[config.mk]
export PLATFORM = sky130hd
export DESIGN_NAME = alu_pipe
export DESIGN_NICKNAME = d
export VERILOG_FILES = /design/src/rtl/alu_pkg.sv /design/src/rtl/alu_core.sv /design/src/rtl/alu_pipe.sv
export SDC_FILE = /design/constraint.sdc
export NUM_CORES = 1
export LEC_CHECK = 0
export ABC_AREA = 1
export BUFFER_PORTS_ARGS = -buffer_cell sky130_fd_sc_hd__buf_4
export CORE_MARGIN = 3
export CORE_UTILIZATION = 35
export CTS_CLUSTER_DIAMETER = 60
export DETAILED_ROUTE_END_ITERATION = 6
export GPL_TIMING_DRIVEN = 0
export HOLD_SLACK_MARGIN = 0.02
export PLACE_DENSITY_LB_ADDON = 0.05
export SKIP_LAST_GASP = 1
export SYNTH_ARGS = -nofsm -noshare
export SYNTH_HDL_FRONTEND = slang
export SYNTH_SLANG_ARGS = --single-unit
[constraint.sdc]
create_clock -name clk -period 2.7 [get_ports clk]
set_clock_uncertainty 0.15 [all_clocks]
set_input_delay 0.405 -clock clk [delete_from_list [all_inputs] [get_ports clk]]
set_output_delay 0.405 -clock clk [all_outputs]
set_load 0.005 [all_outputs]
[src/rtl/alu_pkg.sv]
// Shared opcode encoding, flag bit positions and opcode legality helper for the
// alu_pipe block and its combinational core.
package alu_pkg;

    typedef enum logic [3:0] {
        OP_PASS_A = 4'd0,
        OP_INC_A  = 4'd1,
        OP_DEC_A  = 4'd2,
        OP_NOT_A  = 4'd3,
        OP_NOR    = 4'd4,
        OP_XOR    = 4'd5,
        OP_XNOR   = 4'd6,
        OP_GT     = 4'd7,
        OP_LT     = 4'd8,
        OP_EQ     = 4'd9,
        OP_ADD    = 4'd10,
        OP_SUB    = 4'd11
    } alu_op_e;

    localparam int OP_COUNT     = 12;

    localparam int FLAG_ZERO    = 0;
    localparam int FLAG_NEG     = 1;
    localparam int FLAG_OVF     = 2;
    localparam int FLAG_ILLEGAL = 3;
    localparam int FLAG_W       = 4;

    function automatic logic op_is_legal(input logic [3:0] op);
        return (int'(op) < OP_COUNT);
    endfunction

endpackage

[src/rtl/alu_core.sv]
// Combinational ALU datapath: result and {illegal, ovf, neg, zero} flags.
// Define ALU_PIPE_SAT_EN to clamp INC/DEC/ADD/SUB to the mode's range on overflow.
module alu_core
    import alu_pkg::*;
#(
    parameter int WIDTH      = 8,
    parameter int SIGNED_CMP = 1
) (
    input  logic [WIDTH-1:0]  a,
    input  logic [WIDTH-1:0]  b,
    input  logic [3:0]        op,
    output logic [WIDTH-1:0]  result,
    output logic [FLAG_W-1:0] flags
);

    localparam bit SGN = (SIGNED_CMP != 0);
    localparam int MSB = WIDTH - 1;
    localparam logic [WIDTH-1:0] SMAX  = {1'b0, {(WIDTH-1){1'b1}}};
    localparam logic [WIDTH-1:0] SMIN  = {1'b1, {(WIDTH-1){1'b0}}};
    localparam logic [WIDTH:0]   ONE_X = {{WIDTH{1'b0}}, 1'b1};

    logic [WIDTH:0]   ext_a_s;
    logic [WIDTH:0]   ext_b_s;
    logic [WIDTH:0]   wide_s;
    logic [WIDTH-1:0] raw_s;
    logic [WIDTH-1:0] final_s;
    logic             ovf_s;
    logic             illegal_s;
    logic             gt_s;
    logic             lt_s;

    assign ext_a_s   = {1'b0, a};
    assign ext_b_s   = {1'b0, b};
    assign illegal_s = !op_is_legal(op);

    // Magnitude comparison in the configured number domain
    always_comb begin
        gt_s = 1'b0;
        lt_s = 1'b0;
        if (SGN) begin
            gt_s = ($signed(a) > $signed(b));
            lt_s = ($signed(a) < $signed(b));
        end else begin
            gt_s = (a > b);
            lt_s = (a < b);
        end
    end

    // Opcode decode; the extra top bit of wide_s is the unsigned carry/borrow
    always_comb begin
        wide_s = {(WIDTH+1){1'b0}};
        raw_s  = {WIDTH{1'b0}};
        ovf_s  = 1'b0;
        case (op)
            OP_PASS_A: raw_s = a;
            OP_INC_A: begin
                wide_s = ext_a_s + ONE_X;
                raw_s  = wide_s[WIDTH-1:0];
                ovf_s  = SGN ? (a == SMAX) : wide_s[WIDTH];
            end
            OP_DEC_A: begin
                wide_s = ext_a_s - ONE_X;
                raw_s  = wide_s[WIDTH-1:0];
                ovf_s  = SGN ? (a == SMIN) : wide_s[WIDTH];
            end
            OP_NOT_A:  raw_s = ~a;
            OP_NOR:    raw_s = ~(a | b);
            OP_XOR:    raw_s = a ^ b;
            OP_XNOR:   raw_s = ~(a ^ b);
            OP_GT:     raw_s = {{(WIDTH-1){1'b0}}, gt_s};
            OP_LT:     raw_s = {{(WIDTH-1){1'b0}}, lt_s};
            OP_EQ:     raw_s = {{(WIDTH-1){1'b0}}, (a == b)};
            OP_ADD: begin
                wide_s = ext_a_s + ext_b_s;
                raw_s  = wide_s[WIDTH-1:0];
                ovf_s  = SGN ? ((a[MSB] == b[MSB]) && (wide_s[MSB] != a[MSB]))
                             : wide_s[WIDTH];
            end
            OP_SUB: begin
                wide_s = ext_a_s - ext_b_s;
                raw_s  = wide_s[WIDTH-1:0];
                ovf_s  = SGN ? ((a[MSB] != b[MSB]) && (wide_s[MSB] != a[MSB]))
                             : wide_s[WIDTH];
            end
            default: begin
                raw_s = {WIDTH{1'b0}};
                ovf_s = 1'b0;
            end
        endcase
    end

`ifdef ALU_PIPE_SAT_EN
    localparam logic [WIDTH-1:0] SAT_MAX = SGN ? SMAX : {WIDTH{1'b1}};
    localparam logic [WIDTH-1:0] SAT_MIN = SGN ? SMIN : {WIDTH{1'b0}};

    logic sat_hi_s;

    // Only arithmetic opcodes raise ovf; signed overflow direction follows a's sign
    always_comb begin
        sat_hi_s = SGN ? !a[MSB] : ((op == OP_INC_A) || (op == OP_ADD));
        if (ovf_s) begin
            final_s = sat_hi_s ? SAT_MAX : SAT_MIN;
        end else begin
            final_s = raw_s;
        end
    end
`else
    assign final_s = raw_s;
`endif

    // Flag assembly; an illegal opcode forces a zero result with only illegal set
    always_comb begin
        flags  = {FLAG_W{1'b0}};
        result = {WIDTH{1'b0}};
        if (illegal_s) begin
            flags[FLAG_ILLEGAL] = 1'b1;
        end else begin
            result          = final_s;
            flags[FLAG_OVF]  = ovf_s;
            flags[FLAG_NEG]  = final_s[MSB];
            flags[FLAG_ZERO] = (final_s == {WIDTH{1'b0}});
        end
    end

endmodule

[src/rtl/alu_pipe.sv]
// Two-stage valid/ready ALU pipeline: S1 holds operands, S2 holds result and flags.
// Saturating arithmetic is selected with the ALU_PIPE_SAT_EN macro (see alu_core).
module alu_pipe
    import alu_pkg::*;
#(
    parameter int WIDTH      = 8,
    parameter int SIGNED_CMP = 1
) (
    input  logic             clk,
    input  logic             rst_n,
    input  logic             in_valid,
    output logic             in_ready,
    input  logic [WIDTH-1:0] a,
    input  logic [WIDTH-1:0] b,
    input  logic [3:0]       op,
    output logic             out_valid,
    input  logic             out_ready,
    output logic [WIDTH-1:0] out_data,
    output logic [3:0]       out_flags,
    output logic             sticky_ovf,
    input  logic             clr_sticky
);

    logic             s1_valid_r;
    logic [WIDTH-1:0] s1_a_r;
    logic [WIDTH-1:0] s1_b_r;
    logic [3:0]       s1_op_r;
    logic             s2_valid_r;
    logic [WIDTH-1:0] s2_data_r;
    logic [3:0]       s2_flags_r;
    logic             sticky_r;

    logic [WIDTH-1:0] core_result_s;
    logic [3:0]       core_flags_s;
    logic             s2_load_s;
    logic             out_fire_s;

    // S2 can take a new value when empty or being drained; in_ready never sees in_valid
    assign s2_load_s  = !s2_valid_r || out_ready;
    assign in_ready   = !s1_valid_r || s2_load_s;
    assign out_fire_s = s2_valid_r && out_ready;

    alu_core #(
        .WIDTH      (WIDTH),
        .SIGNED_CMP (SIGNED_CMP)
    ) u_core (
        .a      (s1_a_r),
        .b      (s1_b_r),
        .op     (s1_op_r),
        .result (core_result_s),
        .flags  (core_flags_s)
    );

    // Stage 1: capture operands and opcode on an input transfer
    always_ff @(posedge clk or negedge rst_n) begin
        if (!rst_n) begin
            s1_valid_r <= 1'b0;
            s1_a_r     <= {WIDTH{1'b0}};
            s1_b_r     <= {WIDTH{1'b0}};
            s1_op_r    <= 4'd0;
        end else if (in_ready) begin
            s1_valid_r <= in_valid;
            if (in_valid) begin
                s1_a_r  <= a;
                s1_b_r  <= b;
                s1_op_r <= op;
            end
        end
    end

    // Stage 2: result register, held while the consumer stalls
    always_ff @(posedge clk or negedge rst_n) begin
        if (!rst_n) begin
            s2_valid_r <= 1'b0;
            s2_data_r  <= {WIDTH{1'b0}};
            s2_flags_r <= 4'd0;
        end else if (s2_load_s) begin
            s2_valid_r <= s1_valid_r;
            if (s1_valid_r) begin
                s2_data_r  <= core_result_s;
                s2_flags_r <= core_flags_s;
            end
        end
    end

    // Sticky overflow: a delivered ovf outranks a simultaneous clear
    always_ff @(posedge clk or negedge rst_n) begin
        if (!rst_n) begin
            sticky_r <= 1'b0;
        end else if (out_fire_s && s2_flags_r[FLAG_OVF]) begin
            sticky_r <= 1'b1;
        end else if (clr_sticky) begin
            sticky_r <= 1'b0;
        end
    end

    assign out_valid  = s2_valid_r;
    assign out_data   = s2_data_r;
    assign out_flags  = s2_flags_r;
    assign sticky_ovf = sticky_r;

endmodule

# ---- Yosys cells after proc, flatten, opt, wreduce, memory -nomap -nowiden
# Cells that the tools add are included.
dict set report op_classes {
  order_cmp 3
  n_mux 7
  add_sub_neg 4
  reduce_logical 13
  eq_ne 18
  n_bitwise 5
}
# op n
set ops {}
lappend ops {{8-bit one-hot mux with 12 select lines} 1}
lappend ops {{8-bit NOT} 3}
lappend ops {{4-bit by 3-bit == test with 1-bit output, second input constant} 4}
lappend ops {{4-bit == test, second input constant} 4}
lappend ops {{8-bit by 1-bit adder with 8-bit output, second input constant} 1}
lappend ops {{8-bit adder} 1}
lappend ops {{4-bit by 2-bit == test with 1-bit output, second input constant} 2}
lappend ops {{8-bit by 7-bit == test with 1-bit output, second input constant} 1}
lappend ops {{8-bit == test} 1}
lappend ops {{8-bit == test, second input constant} 1}
lappend ops {{8-bit > comparator} 1}
lappend ops {{8-bit zero test} 1}
lappend ops {{8-bit less-than comparator} 1}
lappend ops {{8-bit 2-to-1 mux} 1}
lappend ops {{8-bit OR} 1}
lappend ops {{8-bit by 1-bit subtractor with 8-bit output, second input constant} 1}
lappend ops {{8-bit subtractor} 1}
lappend ops {{8-bit bitwise XOR} 1}
lappend ops {{4-bit by 1-bit == test with 1-bit output, second input constant} 1}
lappend ops {{1-bit logical AND} 4}
lappend ops {{4-bit zero test} 1}
lappend ops {{4-bit less-than comparator, second input constant} 1}
lappend ops {{1-bit one-hot mux with 4 select lines} 1}
lappend ops {{2-bit AND reduction} 2}
lappend ops {{other kinds (7)} 13}
dict set report totals {
  wordCells 58
  ff_bits 35
  input_bits 25
  output_inout_bits 15
}

# ---- Depth between registers and ports, before layout
# Gate-level depths: netlist of run 1.
dict set report logic_depth {
  word_depth 5
  depth_mapped 17
  depth_no_buf 17
}

# ---- By module
# From an unflattened synthesis of run 1, not the netlist that was laid out.
dict set report hier_totals {
  hier_cells 520
  area_unflattened_um2 3256.9
}
# mod n_inst seq_area_each_um2 cells_each area_each_um2
set by_module_without_submodules {}
lappend by_module_without_submodules {alu_core 1 0.0 370 1884.3}
lappend by_module_without_submodules {alu_pipe 1 875.8 150 1372.6}

# ---- Worst setup path before layout of run 1
# No wires, ideal clock.
dict set report synth_timing {
  path_type {register to register}
  start {register s1_a_r[0]}
  end {register s2_flags_r[0], in the netlist out_flags[0]}
  arrival_time_ns 2.036
  path_slack_ns 0.449
  path_stages_with_launch 16
  path_cell_list {dfrtp_1 inv_1 ha_1 inv_1 fa_1 nand2_1 nand3_1 nand2_1 nand3_1 nand3_1 nand2_1 nor2_1 nand2_1 nor3_4 nand3_1 nand2_1}
}
dict set report synth_via {
  elab_chain_len 5
  word_cells_on_any_way 15
  classes_between {add/sub: 4; order compare: 2; eq/ne: 1; mux: 2; bitwise: 5; reduce/logical: 1}
}
# item line_no
set synth_rtl {}
lappend synth_rtl {{start: declaration} alu_pipe.sv:25} ;# logic [WIDTH-1:0] s1_a_r;
lappend synth_rtl {{start signal: assignment} alu_pipe.sv:58} ;# s1_a_r <= {WIDTH{1'b0}};
lappend synth_rtl {{branches (longest 2 deep; another with 8-bit subtractor)} -}
lappend synth_rtl {{8-bit one-hot mux with 12 select lines (*)} alu_core.sv:54} ;# case (op)
lappend synth_rtl {{8-bit zero test (*)} alu_core.sv:121} ;# flags[FLAG_ZERO] = (final_s == {WIDTH{1'b0}});
lappend synth_rtl {{3-bit 2-to-1 mux (*)} alu_core.sv:115} ;# if (illegal_s) begin
lappend synth_rtl {{end signal: assignment} alu_pipe.sv:81} ;# s2_flags_r <= core_flags_s;
lappend synth_rtl {{end: declaration} alu_pipe.sv:30} ;# logic [3:0] s2_flags_r;
# Every way passes the cells marked *.
# A chain may end at the register's enable or synchronous reset.

# ---- Final worst setup path of run 1
dict set report layout_timing {
  start {register s1_op_r[3]}
  end {register s2_flags_r[0], in the netlist out_flags[0]}
}
dict set report layout_via {
  elab_chain_len 4
  word_cells_on_any_way 16
  classes_between {order compare: 1; eq/ne: 11; mux: 2; reduce/logical: 2}
}
# item line_no
set layout_rtl {}
lappend layout_rtl {{start: declaration} alu_pipe.sv:27} ;# logic [3:0] s1_op_r;
lappend layout_rtl {{start signal: assignment} alu_pipe.sv:66} ;# s1_op_r <= op;
lappend layout_rtl {{4-bit == test (tied with other cells)} alu_core.sv:54}
lappend layout_rtl {{8-bit one-hot mux with 12 select lines} alu_core.sv:54}
lappend layout_rtl {{8-bit zero test} alu_core.sv:121}
lappend layout_rtl {{3-bit 2-to-1 mux (*)} alu_core.sv:115}
# Every way passes the cells marked *; elsewhere a longest branch is shown, timed or not.

==> summary.txt, run 1 <==
GR Overflow Total - 0
DRT iter0 DRCs - 211
Die Y - 100 um
H-Tree Depth - 2
CP max stage delay - 440 ps
Die Area - 0.0101 sq mm
most frequent cells in the layout - 144 x nand2_1, 62 x nor2_1, 54 x buf_4, 50 x inv_1, 42 x nand3_1
CP max-delay cell - dfrtp_2
Mapped Cells - 482
Sequential Area - 861 sq um
path depth of the worst reg2reg path - 16
Worst path depth - 16
Hold Slack - 154 ps
via-per-instance ratio - 5.08
CP arrival - 2630 ps
# rows - 33
fin nets - 595
GP Congestion - 0.891
global-route wire length before repair - 15.7 mm
initial antenna violation count - 0
commonest non-fill, non-tap cell in the layout - nand2_1
syn_area_per_cell - 6.45 sq um
Die W - 100 um
status - finished, final reports clean
crit-path cells - nor2_4 -> buf_12 -> nand2_4 -> nand2_1 -> nand2_2 -> inv_1 -> ha_1 -> nand4_1 -> o21ai_0 -> nor2_1 -> nand3_1 -> nor2_1 -> nand2_1 -> nor3_4 -> nand3_1 -> nand2_1
core area - 0.00842 sq mm
largest cells by area after synthesis - dfrtp_1 27%, nand2_1 18%, ha_1 9.7%, nor2_1 7.7%, nand3_1 7.1%
DR pass1 iterations - 4
CTS tree - built
Placed Instances - 626
area grow syn2layout - 23.1%
Seq/Total Area, Yosys - 27.4%
Tmin final - 2540 ps
routed length per instance - 15.3 um
maximum fanout along the worst path - 7
clock buffer depth - 2
IO buf count - 39
setup slack, reg-to-reg - 160 ps
Post-DRT Antenna Nets - 0
CTS Root Cell - clkbuf_8
Worst Path Required - 2790 ps
Final WS setup - 159 ps
count of final hold-check violations - 0
number of global-route vias before repair - 2956
reg2reg start - s1_op_r[3]
dpl ws - -322 ps
largest net degree at the start of global routing - 35
fraction of final layout cells with drive strength greater than 1 - 21.3%
worst IR drop on VDD - 0.248 mV
Hold Crit Class - in2reg
Layout Cells excl Fill - 650
Ys Warns - 0
CP bufs+invs - 2
Tcrit/Tclk final - 94.1%
CP delay by family, top - simple AND/OR/NAND/NOR gates
unrepaired setup endpoints after global routing - true
WL final - 9.96 mm
Final HPWL DP - 7.52 mm
pwr dens - 635 mW/mm^2
Reg clk slew, reported paths - 80 ps
area of the multi-input gates - 0.00202 sq mm
drt drc - 0
reg-to-reg endpoint - out_flags[0]
Worst setup SP type - register
Crit path top cell by count - nand2_1
crit path launch - s1_op_r[3]
Setup TNS - 0 ps
Vias - 3300
Inserted Clock Buffers - 5
Yosys cell types - 38
synthesized flop and latch total - 34
Slew HR - 56.6%
f_max - 393 MHz
largest area contributor in the netlist - dfrtp_1
actual slew at the worst max-slew pin - 648 ps
Syn Nets - 533
Antenna Cells - 0
clock sink total - 34
I/O pin cnt - 40
initial core utilization - 36.9%
Final setup viols - 0
CP Capture Type - register
latest clock arrival within the worst-skew pair - 300 ps
gr usage total - 20.1%
Lkg Pwr - 0.00204 uW
WS Path Type - reg2reg
# fillers - 899
crit path to - out_flags[0]
post-synth top area share - 27.4%
Slew Viols, Final - 0
Netlist Area Pre-Place - 0.00311 sq mm
max cap viols - 0
==> worst min path at each step <==
stage                       end  slack, ps       start  cells after the start
finish               sticky_ovf        150  clr_sticky                      2
global route         sticky_ovf        160  clr_sticky                      2
CTS                  sticky_ovf        150  clr_sticky                      2
detailed placement    s1_b_r[1]        250       rst_n                      1
global placement      s1_b_r[1]        250       rst_n                      1
floorplan           out_data[0]        -40       rst_n                      0
==> stage by stage <==
step | total power (uW) | utilization (%) | cell area, sq um
final | 2430 | 45.5 | 3830
after global routing | 2640 | 45.5 | 3830
after CTS | 2370 | 43.6 | 3680
after detailed placement | 1910 | 42.0 | 3530
after global placement | 1900 | 42.0 | 3530
after floorplan | 1490 | - | 3110
==> Yosys cell counts, drive strengths merged <==
cell and number:
a21boi 1, a21o 2, a21oi 38, a41oi 3, buf 9, clkbuf 1, clkinv 4, dfrtp 34
fa 2, ha 24, inv 55, nand2 157, nand3 46, nand4 4, nor2 70, nor3 4
nor4 1, o211ai 2, o21a 1, o21ai 14, o21bai 2, o22ai 2, o2bb2ai 1, or2 1
xnor2 1, xor2 3
==> flip-flops by register name, indices dropped and copies added, names as in the netlist <==
register and cells:
sticky_ovf 1, out_flags 4, s1_valid_r 1, out_valid 1, s1_b_r 8, s1_op_r 4
s1_a_r 8, out_data 7
==> worst register-to-register path: stages (launching register included) <==
cell	delay [ps]
dfrtp_2	440
nor2_4	230
buf_12	150
nand2_4	50
nand2_1	80
nand2_2	80
inv_1	110
ha_1	250
nand4_1	100
o21ai_0	80
nor2_1	200
nand3_1	100
nor2_1	120
nand2_1	90
nor3_4	130
nand3_1	90
nand2_1	60
==> routing by layer <==
metal	vias up	track usage [%]	share of wire (%)	wire length [um]
met5	-	0	0	0
met2	106	30.6	44	4410
met4	0	5.08	1.8	183
li1	1660	-	-	-
met1	1521	29.1	49	4840
met3	13	3.68	5.3	527
==> cells by family (layout without fill, tap and decap cells) <==
kind of cell               Yosys count  in the layout  synth area share [%]
xor gates and xnor gates             4              4                  1.13
AOI/OAI and AO/OA                   66             66                  11.8
and+or+nand+nor                    283            283                  39.7
DFF                                 34             34                  27.4
adders and majority gates           26             26                  10.9
buffers and inverters               69            132                  9.09
==> final cells by class <==
class,count,share of cell area (%)
multi-input combinational,379,52.7
sequential,34,22.5
timing repair buffer,55,11.2
inverter,59,6.04
tap,105,3.43
clock buffer,6,2.16
buffer,10,1.70
clock inverter,2,0.327
==> what timing repair did <==
action	CTS	global route
setup buffers	2	13
hold endpoints to repair	34	0
pin swaps	0	5
cloned	0	0
gates resized for setup	12	18
hold buffers	1	0
endpoints found under the setup margin	7	3
==> where the power goes <==
part	internal, uW	leakage (uW)	total (uW)	switching (uW)
clock network	206	0.0000472	429	224
registers	622	0.000395	712	90.2
logic	502	0.00160	1290	791
Note: power is estimated with default switching activity, not from simulation.
==> run 2: changes to the inputs <==
- ABC_AREA: 1 -> 0
==> run 2 against run 1 <==
Effect of this change:
- the run now ends with negative setup slack left
- combinational power increased by 8%
- utilization up 1.2 points
- clock power down 4%
- die area fell by 2.4%
- fmax is 15% lower
- cell count is 22% lower
- worst setup slack got worse by 440 ps
- largest cell class unchanged
- largest power group unchanged
- highest routed layer unchanged
==> summary.txt, run 2 <==
Lkg Pwr - 0.00169 uW
most frequent cells in the layout - 58 x buf_4, 28 x dfrtp_1, 26 x nand2_1, 21 x inv_1, 21 x mux2_2
Post-synth EDFFs - 0
Final WS setup - -277 ps
DR pass1 iterations - 7
crit-path cells - buf_6 -> nor4b_4 -> xnor2_1 -> ha_2 -> or4_1 -> mux2i_1 -> xnor2_1 -> a2111oi_2 -> and4_1 -> nand4_1 -> o31ai_2
CP delay by family, top - simple AND/OR/NAND/NOR gates
Tmin final - 2980 ps
Netlist Area Pre-Place - 0.00303 sq mm
final non-filler cell area - 0.00387 sq mm
area post-placement - 0.00350 sq mm
CP Capture Type - register
IO buf count - 39
worst IR drop on VDD - 0.298 mV
Yosys cell types - 64
largest net degree at the start of global routing - 35
I/O pin cnt - 40
Met2 Routed Length - 4.47 mm
Seq/Total Area, Yosys - 28.1%
fraction of final layout cells with drive strength greater than 1 - 33.7%
number of global-route vias before repair - 2791
Syn Nets - 394
Reg clk slew, reported paths - 70 ps
drt drc - 0
f_max - 336 MHz
largest cells by area after synthesis - dfrtp_1 28%, ha_1 9.9%, mux2_2 8.2%, mux2i_1 3.3%, o21ai_0 3.3%
WS Path Type - reg2reg
Final HPWL DP - 7.15 mm
CTS Root Cell - clkbuf_8
initial core utilization - 36.5%
CP max-delay cell - or4_1
count leader, synth - dfrtp_1
Tcrit/Tclk final - 110%
max cap viols - 0
status - complete, but fails checks
Die W - 99.1 um
failing checks - negative setup slack
P_sw - 1030 uW
Final setup viols - 3
routed length per instance - 19.3 um
synthesized flop and latch total - 34
CP max stage delay - 400 ps
post-synth top area share - 28.1%
fin nets - 453
maximum fanout along the worst path - 3
Slew HR - 48.7%
Pint - 1460 uW
Slew Viols, Final - 0
H-Tree Depth - 2
global-route wire length before repair - 15.5 mm
Hold Crit Class - in2reg
top post-synthesis cells by count - 34 x dfrtp_1, 26 x nand2_1, 24 x ha_1, 24 x inv_1, 22 x mux2_2
Switching Fraction - 41.5%
core area - 0.00830 sq mm
Crit path top cell by count - xnor2_1
area grow syn2layout - 27.7%
Max Used Layer - met4
Worst setup SP type - register
Post-synth ARST share - 100%
Die Area - 0.00981 sq mm
pwr dens - 644 mW/mm^2
power share of the combinational group - 55.7%
CTS tree - built
clock sink total - 34
CP arrival - 3040 ps
sequential cell fraction of total power - 27.8%
Mapped Cells - 343
dpl ws - -781 ps
largest area contributor in the netlist - dfrtp_1
GP Congestion - 0.962
CP bufs+invs - 1
Antenna Cells - 0
Worst Path Required - 2760 ps
Post-DRT Antenna Nets - 0
ys flop type - dfrtp_1
DRT iter0 DRCs - 231
GR Overflow Total - 0
# rows - 33
clock buffer depth - 2
via-per-instance ratio - 5.79
gr usage total - 20.3%
initial antenna violation count - 0
DRT met1 WL - 4.49 mm
Inserted Clock Buffers - 5
WL final - 9.81 mm
Clk network pwr share - 16.5%
Tot Pwr - 2490 uW
Vias - 2941
latest clock arrival within the worst-skew pair - 300 ps
met3 WL - 628 um
syn_area_per_cell - 8.84 sq um
Die Y - 99.1 um
actual slew at the worst max-slew pin - 769 ps
unrepaired setup endpoints after global routing - true
commonest non-fill, non-tap cell in the layout - buf_4
count of final hold-check violations - 0
Post-Route Utilization - 46.6%
setup slack, reg-to-reg - -280 ps
Ys Warns - 0
==> run 2: cell types whose count changed in the layout (fill, tap and decap cells not counted), moves of 8 or more <==
| cell | previous run | this run |
|---|---|---|
| nand2_1 | 144 | 26 |
| nor2_1 | 62 | 11 |
| nand3_1 | 42 | 6 |
| inv_1 | 50 | 21 |
| a21oi_1 | 35 | 8 |
| mux2_2 | 0 | 21 |
| nand2b_1 | 0 | 11 |
| mux2i_1 | 0 | 10 |
| nand2_2 | 10 | 0 |
| xnor2_1 | 1 | 10 |
| nor3_1 | 3 | 11 |
==> run 2: final timing paths <==
| kind | endpoint | startpoint | cells past startpoint |
|---|---|---|---|
| min in group asynchronous | s1_b_r[3] | rst_n | 2 |
| max in group asynchronous | s1_op_r[1] | rst_n | 2 |
| worst min register to register | out_data[3] | out_data[3] | 2 |
| worst min-delay path | sticky_ovf | clr_sticky | 2 |
| worst max-delay path | out_flags[0] | s1_op_r[3] | 11 |
| worst max register to register | out_flags[0] | s1_op_r[3] | 11 |
==> run 2: worst register-to-register path: stages, from the launching register on <==
cell	delay, ps
dfrtp_1	390
buf_6	130
nor4b_4	280
xnor2_1	120
ha_2	200
or4_1	400
mux2i_1	170
xnor2_1	150
a2111oi_2	370
and4_1	260
nand4_1	100
o31ai_2	180
==> run 2: through the flow <==
stage | setup TNS [ps] | instances | hold WS (ps)
finish | -416 | 508 | 147
CTS | -679 | 507 | 153
detailed placement | -3130 | 487 | 245
global placement | -3130 | 487 | 239
floorplan | -167 | 343 | -40.6
global route | -927 | 508 | 147
==> run 2: logic make-up (layout without fill, tap and decap cells) <==
group / count (synthesis) / in the layout / synth area share [%]
and+or+nand+nor: 107 / 107 / 19.5
muxes: 32 / 32 / 11.5
buffers and inverters: 51 / 111 / 6.81
xor gates and xnor gates: 10 / 10 / 2.89
AOI/OAI and AO/OA: 83 / 83 / 20.0
DFF: 34 / 34 / 28.1
adders and majority gates: 26 / 26 / 11.2
==> run 2: layer usage <==
| layer | up-vias | global-route usage (%) |
|---|---|---|
| li1 | 1367 | - |
| met1 | 1434 | 28.6 |
| met2 | 121 | 31.3 |
| met3 | 19 | 3.26 |
| met4 | 0 | 7.35 |
| met5 | - | 0 |
==> run 2: power groups by stage <==
stage / registers, uW / clock network (uW) / logic [uW]
after floorplan: 691 / 0 / 783
after global placement: 700 / 0 / 1180
after detailed placement: 705 / 0 / 1180
after CTS: 695 / 431 / 1350
after global routing: 711 / 451 / 1500
final: 693 / 411 / 1390
==> run 2: final cells by class <==
class	count	area (sq um)
tap	105	131
clock inverter	1	5.00
sequential	34	858
timing repair buffer	57	430
inverter	24	97.6
buffer	22	131
multi-input combinational	258	2130
fill	833	4430
clock buffer	7	86.3
==> run 2: timing repair <==
action | CTS | global route
hold buffers | 1 | 0
gates cloned | 0 | 0
resized for setup | 40 | 16
setup endpoints to repair | 9 | 7
pin swaps | 17 | 7
endpoints found under the hold margin | 34 | 0
buffers inserted | 14 | 4
